$ cat src/rtl/fifo_pkg.sv
// Width helpers shared by the multi-port FIFO and its storage array.
package fifo_pkg;

  localparam int FIFO_WIDTH_DEF    = 32;
  localparam int FIFO_LOGDEPTH_DEF = 3;
  localparam int FIFO_PORTS_DEF    = 2;

  // Head/tail pointers wrap naturally at 2^LOGDEPTH.
  function automatic int fifo_ptr_w(input int logdepth);
    return logdepth;
  endfunction

  // Occupancy must represent 0..DEPTH inclusive.
  function automatic int fifo_cnt_w(input int logdepth);
    return logdepth + 1;
  endfunction

  function automatic int fifo_lane_w(input int ports);
    return (ports > 1) ? $clog2(ports) : 1;
  endfunction

  // enq_num/deq_num encode 0..PORTS.
  function automatic int fifo_num_w(input int ports);
    return $clog2(ports + 1);
  endfunction

endpackage

$ cat src/rtl/fifo_mem.sv
// DEPTH x WIDTH register array: PORTS write ports, PORTS asynchronous read ports.
module fifo_mem
  import fifo_pkg::*;
#(
  parameter int WIDTH    = FIFO_WIDTH_DEF,
  parameter int LOGDEPTH = FIFO_LOGDEPTH_DEF,
  parameter int PORTS    = FIFO_PORTS_DEF
) (
  input  logic                                      clk,
  input  logic [PORTS-1:0]                          we,
  input  logic [PORTS-1:0][fifo_ptr_w(LOGDEPTH)-1:0] waddr,
  input  logic [PORTS-1:0][WIDTH-1:0]               wdata,
  input  logic [PORTS-1:0][fifo_ptr_w(LOGDEPTH)-1:0] raddr,
  output logic [PORTS-1:0][WIDTH-1:0]               rdata
);

  localparam int DEPTH = 1 << LOGDEPTH;

  logic [DEPTH-1:0][WIDTH-1:0] mem_q, mem_d;

  // Write lanes always target distinct slots, so lane order does not matter.
  always_comb begin
    mem_d = mem_q;
    for (int i = 0; i < PORTS; i++) begin
      if (we[i]) mem_d[waddr[i]] = wdata[i];
    end
  end

  // Storage is intentionally not reset.
  always_ff @(posedge clk) begin
    mem_q <= mem_d;
  end

  for (genvar i = 0; i < PORTS; i++) begin : g_rd
    assign rdata[i] = mem_q[raddr[i]];
  end

endmodule

$ cat src/rtl/multi_port_fifo.sv
// Multi-entry-per-cycle FIFO: up to PORTS pushes and pops per clock, first-word-fall-through.
module multi_port_fifo
  import fifo_pkg::*;
#(
  parameter int WIDTH    = FIFO_WIDTH_DEF,
  parameter int LOGDEPTH = FIFO_LOGDEPTH_DEF,
  parameter int PORTS    = FIFO_PORTS_DEF
) (
  input  logic                       clk,
  input  logic                       rst_n,
  input  logic [$clog2(PORTS+1)-1:0] enq_num,
  input  logic [PORTS*WIDTH-1:0]     enq_data,
  output logic                       enq_ready,
  output logic [PORTS-1:0]           deq_valid,
  output logic [PORTS*WIDTH-1:0]     deq_data,
  input  logic [$clog2(PORTS+1)-1:0] deq_num,
  input  logic                       flush,
  output logic [LOGDEPTH:0]          count
);

  localparam int DEPTH = 1 << LOGDEPTH;
  localparam int PTR_W = fifo_ptr_w(LOGDEPTH);
  localparam int CNT_W = fifo_cnt_w(LOGDEPTH);
  localparam int NUM_W = fifo_num_w(PORTS);

  localparam logic [CNT_W-1:0] DEPTH_C = CNT_W'(DEPTH);
  localparam logic [CNT_W-1:0] PORTS_C = CNT_W'(PORTS);
  localparam logic [NUM_W-1:0] PORTS_N = NUM_W'(PORTS);

  logic [PTR_W-1:0] head_q, head_d, tail_q, tail_d;
  logic [CNT_W-1:0] count_q, count_d;
  logic             enq_ok;
  logic [CNT_W-1:0] enq_cnt, deq_cnt;

  logic [PORTS-1:0]            we;
  logic [PORTS-1:0][PTR_W-1:0] waddr, raddr;
  logic [PORTS-1:0][WIDTH-1:0] wdata, rdata;

  // Handshake outputs come only from registered occupancy.
  assign enq_ready = (DEPTH_C - count_q) >= PORTS_C;
  assign count     = count_q;

  always_comb begin
    enq_ok  = enq_ready && (enq_num != '0) && (enq_num <= PORTS_N);
    enq_cnt = enq_ok ? CNT_W'(enq_num) : '0;
    // Out-of-range deq_num is dropped; in-range requests saturate at occupancy.
    if (deq_num > PORTS_N)                deq_cnt = '0;
    else if (CNT_W'(deq_num) > count_q)   deq_cnt = count_q;
    else                                  deq_cnt = CNT_W'(deq_num);
  end

  always_comb begin
    head_d  = head_q + PTR_W'(deq_cnt);
    tail_d  = tail_q + PTR_W'(enq_cnt);
    count_d = count_q + enq_cnt - deq_cnt;
    if (flush) begin
      head_d  = '0;
      tail_d  = '0;
      count_d = '0;
    end
  end

  always_ff @(posedge clk or negedge rst_n) begin
    if (!rst_n) begin
      head_q  <= '0;
      tail_q  <= '0;
      count_q <= '0;
    end else begin
      head_q  <= head_d;
      tail_q  <= tail_d;
      count_q <= count_d;
    end
  end

  for (genvar i = 0; i < PORTS; i++) begin : g_lane
    assign we[i]    = enq_ok && !flush && (NUM_W'(i) < enq_num);
    assign waddr[i] = tail_q + PTR_W'(i);
    assign raddr[i] = head_q + PTR_W'(i);
    assign wdata[i] = enq_data[i*WIDTH +: WIDTH];
    assign deq_data[i*WIDTH +: WIDTH] = rdata[i];
    assign deq_valid[i] = count_q > CNT_W'(i);
  end

  fifo_mem #(
    .WIDTH   (WIDTH),
    .LOGDEPTH(LOGDEPTH),
    .PORTS   (PORTS)
  ) u_mem (
    .clk  (clk),
    .we   (we),
    .waddr(waddr),
    .wdata(wdata),
    .raddr(raddr),
    .rdata(rdata)
  );

endmodule
$ cat config.mk
export PLATFORM = sky130hd
export DESIGN_NAME = multi_port_fifo
export DESIGN_NICKNAME = d
export VERILOG_FILES = /design/src/rtl/fifo_pkg.sv /design/src/rtl/fifo_mem.sv /design/src/rtl/multi_port_fifo.sv
export SDC_FILE = /design/constraint.sdc
export NUM_CORES = 1
export LEC_CHECK = 0
export CAP_MARGIN = 25
export CORE_ASPECT_RATIO = 1.5
export CORE_MARGIN = 4
export CORE_UTILIZATION = 45
export DETAILED_ROUTE_END_ITERATION = 6
export PLACE_DENSITY = 0.67
export SYNTH_ARGS = -nofsm -noshare
export SYNTH_HDL_FRONTEND = slang
export SYNTH_SLANG_ARGS = --single-unit
export TNS_END_PERCENT = 1
$ cat constraint.sdc
create_clock -name clk -period 3 [get_ports clk]
set_clock_uncertainty 0.1 [all_clocks]
set_input_delay 0.6 -clock clk [delete_from_list [all_inputs] [get_ports clk]]
set_output_delay 0.6 -clock clk [all_outputs]
set_load 0.01 [all_outputs]
==> impl_metrics.env <==
export IMPL_layout_cells_non_filler=2501
export IMPL_peakVddDrop_mv=1.24
export IMPL_max_freq_mhz=307
export IMPL_required_ns=2.30
export IMPL_synth_cells=1952
export IMPL_via_count=18100
export IMPL_power_density_nw_per_um2=1250
export IMPL_grt_max_degree=291
export IMPL_vias_per_cell=7.23
export IMPL_die_area_um2=42400
export IMPL_initial_utilization_pct=45.6
export IMPL_antenna_found_initial=1
export IMPL_clock_latency_ns=0.57
export IMPL_die_h_um=250
export IMPL_crit_slowest_cell="dfrtp_4"
export IMPL_setup_viol=65
export IMPL_io_pins=142
export IMPL_cts_sinks=266
export IMPL_layout_commonest_cell="dfxtp_1"
export IMPL_failed_checks="design-rule violations, negative setup slack"
export IMPL_rr_startpoint="count[1]"
export IMPL_nets=2073
export IMPL_dp_final_hpwl_mm=40.3
export IMPL_critPathTopFamily="multiplexers"
export IMPL_crit_fanout=6
export IMPL_rsz0062_at_grt="yes"
export IMPL_synth_warnings=0
export IMPL_maxCapViolations=0
export IMPL_finalMaxSlewViolations=0
export IMPL_dpl_cell_area_um2=19400
export IMPL_synth_fp_nets=2042
export IMPL_grt_overflow=0
export IMPL_timing_critical_path_mode_cell="buf_12"
export IMPL_cts_tree="built"
export IMPL_ys_ff_latch=266
export IMPL_fin_crit_sh_pct=109
export IMPL_clkTransAtPathRegs_ns=0.06
export IMPL_cp_arrival_ns=2.56
export IMPL_status="complete, but fails checks"
export IMPL_netlist_area_um2=17600
export IMPL_post_route_min_period_ns=3.26
export IMPL_path_cells="buf_12 -> buf_8 -> buf_16 -> buf_12 -> mux4_2 -> mux2_4 -> buf_6"
export IMPL_rows=88
export IMPL_die_w_um=169
export IMPL_hold_violations=0
export IMPL_gp_congestion=0.859
export IMPL_ctsHtreeMaxLevel=1
export IMPL_netlist_area_leader_share_pct=29.1
export IMPL_cts_root_buf="clkbuf_16"
export IMPL_synth_area_leader_cell="dfxtp_1"
export IMPL_syn_area_per_cell_um2=9.01
export IMPL_place_inst=2404
export IMPL_drt_iter0_markers=2341
export IMPL_end_kind="output pin"
export IMPL_drive_gt1_share_pct=24.1
export IMPL_cts_max_path_buffers=3
export IMPL_worst_slew_pin_slew_ns=1.10
export IMPL_track_usage_pct=31.3
export IMPL_drcViolationCount=1
export IMPL_crit_type="flip-flop to output pin"
export IMPL_finalInstanceArea_um2=21400
export IMPL_cpPeakStageDelay_ns=0.54
export IMPL_ant_nets=0
export IMPL_grt_pass1_wl_mm=104
export IMPL_rrSetupSlack_ns=0
export IMPL_fin_util_pct=55.5
export IMPL_critPathBufInv=5
export IMPL_core_um2=38500
export IMPL_drt_total_wl_mm=70.8
export IMPL_hold_class="input pin to asynchronous set/reset pin"
export IMPL_ys_types=43
export IMPL_drt_wirelength_per_cell_um=28.3
export IMPL_synthTopCellsByArea="dfxtp_1, mux4_2, or4_1, a31oi_1, nor3_1"
export IMPL_final_cell_mix="dfxtp_1, or4_1, nor3_1"
export IMPL_setup_ws_ns=-0.261
export IMPL_rr_worst_depth=6
export IMPL_port_buffers=141
export IMPL_reg2reg_to="u_mem.mem_q[142]"
export IMPL_power_uw=26700
export IMPL_cts_hold_buf=0
export IMPL_maxSlewHeadroom_pct=26.6
export IMPL_syn2layout_area_growth_pct=21.5
export IMPL_startpoint_type="flip-flop"
export IMPL_first_global_vias=17400
export IMPL_power_leakage_uw=0.00733
export IMPL_seq_area_frac_synth_pct=30.6
export IMPL_cts_buffers=28
export IMPL_dr_pass1_iters=7
-- routing by layer --
layer	routed length (um)	up-vias	GRT usage, %	part of all wire [%]
met5	0	-	0	0
met4	5140	0	21.6	7.3
met3	7220	324	5.43	10
met2	33800	1241	50.2	48
met1	24700	8732	38.0	35
li1	-	7792	-	-
-- Yosys cell counts --
cell type and number:
o2111ai_1 1, or4b_2 4, nand3b_1 2, nor2_1 5
a21boi_0 1, nand2b_1 43, buf_2 9, a31oi_1 250
a21oi_1 3, nor3_1 251, xnor2_1 6, nand3_1 4
a21o_1 1, nor2b_1 6, nor4b_1 1, or4b_1 1
a211oi_1 1, nand4bb_1 1, nor4bb_1 1, nand2_1 37
or4_1 254, or3_1 5, dfxtp_1 256, mux2_2 64
clkbuf_1 217, inv_1 13, xor2_1 4, buf_1 39
o2111a_1 1, a22oi_1 1, mux4_2 128, or2_1 1
a2bb2oi_1 6, or2_2 1, dfrtp_1 10, nor4_1 6
buf_4 1, o21ai_0 200, fa_1 4, buf_6 31
inv_2 1, ha_1 15, o21ai_1 66
-- area by class of cell --
| class | count | area (um^2) |
|---|---|---|
| antenna | 1 | 2.50 |
| clock buffer | 44 | 893 |
| clock inverter | 8 | 120 |
| fill | 3384 | 17200 |
| inverter | 14 | 60.1 |
| multi-input combinational | 1375 | 11000 |
| sequential | 266 | 5390 |
| tap | 495 | 619 |
| timing repair buffer | 298 | 3240 |
-- worst reg2reg max path: stages, from the launching register on --
cell and delay, ns:
dfrtp_2 0.43, or3_1 0.39, o2111a_4 0.35, buf_6 0.16
buf_16 0.25, or4_1 1.03, a31oi_1 0.22
-- flip-flops by register name (all words and copies together), names as in the netlist --
signal	count
head_q	3
count	4
u_mem.mem_q	256
tail_q	3
-- per-stage QoR --
| step | hold slack [ns] | TNS [ns] | worst slack (ns) |
|---|---|---|---|
| 2_1_floorplan | 0.204 | -0.210 | -0.175 |
| 3_3_place_gp | 0.371 | -10.49 | -0.570 |
| 3_5_place_dp | 0.395 | -19.73 | -0.620 |
| 4_1_cts | 0.262 | -12.24 | -0.403 |
| 5_1_grt | 0.286 | -14.38 | -0.273 |
| 6_report | 0.256 | -10.47 | -0.261 |
-- logic make-up after synthesis --
group	share of synthesized area [%]
simple gates	21.7
compound gates	17.1
buf+inv	8.05
flops	30.6
mux	20.5
fa+ha+maj	1.52
xor+xnor	0.498
-- how the worst max path moves through the flow --
stage	cells past startpoint	slack, ns	startpoint	endpoint
4_1_cts	5	-0.40	head_q[0]	deq_data[29]
2_1_floorplan	14	-0.18	count[1]	count[3]
6_report	7	-0.26	head_q[0]	deq_data[43]
3_3_place_gp	14	-0.57	deq_num[0]	count[3]
3_5_place_dp	14	-0.62	deq_num[0]	count[3]
5_1_grt	7	-0.27	head_q[0]	deq_data[43]
-- repair_timing --
item	in CTS	in global routing
cloned	6	5
endpoints found under the setup margin	67	165
setup buffers	12	27
resized for setup	322	133
pin swaps	3	3
-- power by group --
group          internal (uW)  leakage (uW)  switching [uW]
clock                   2300      0.000503            1600
combinational           8230       0.00457            8230
sequential              5130       0.00226            1210
No activity file was read; power rests on OpenSTA's default activity.
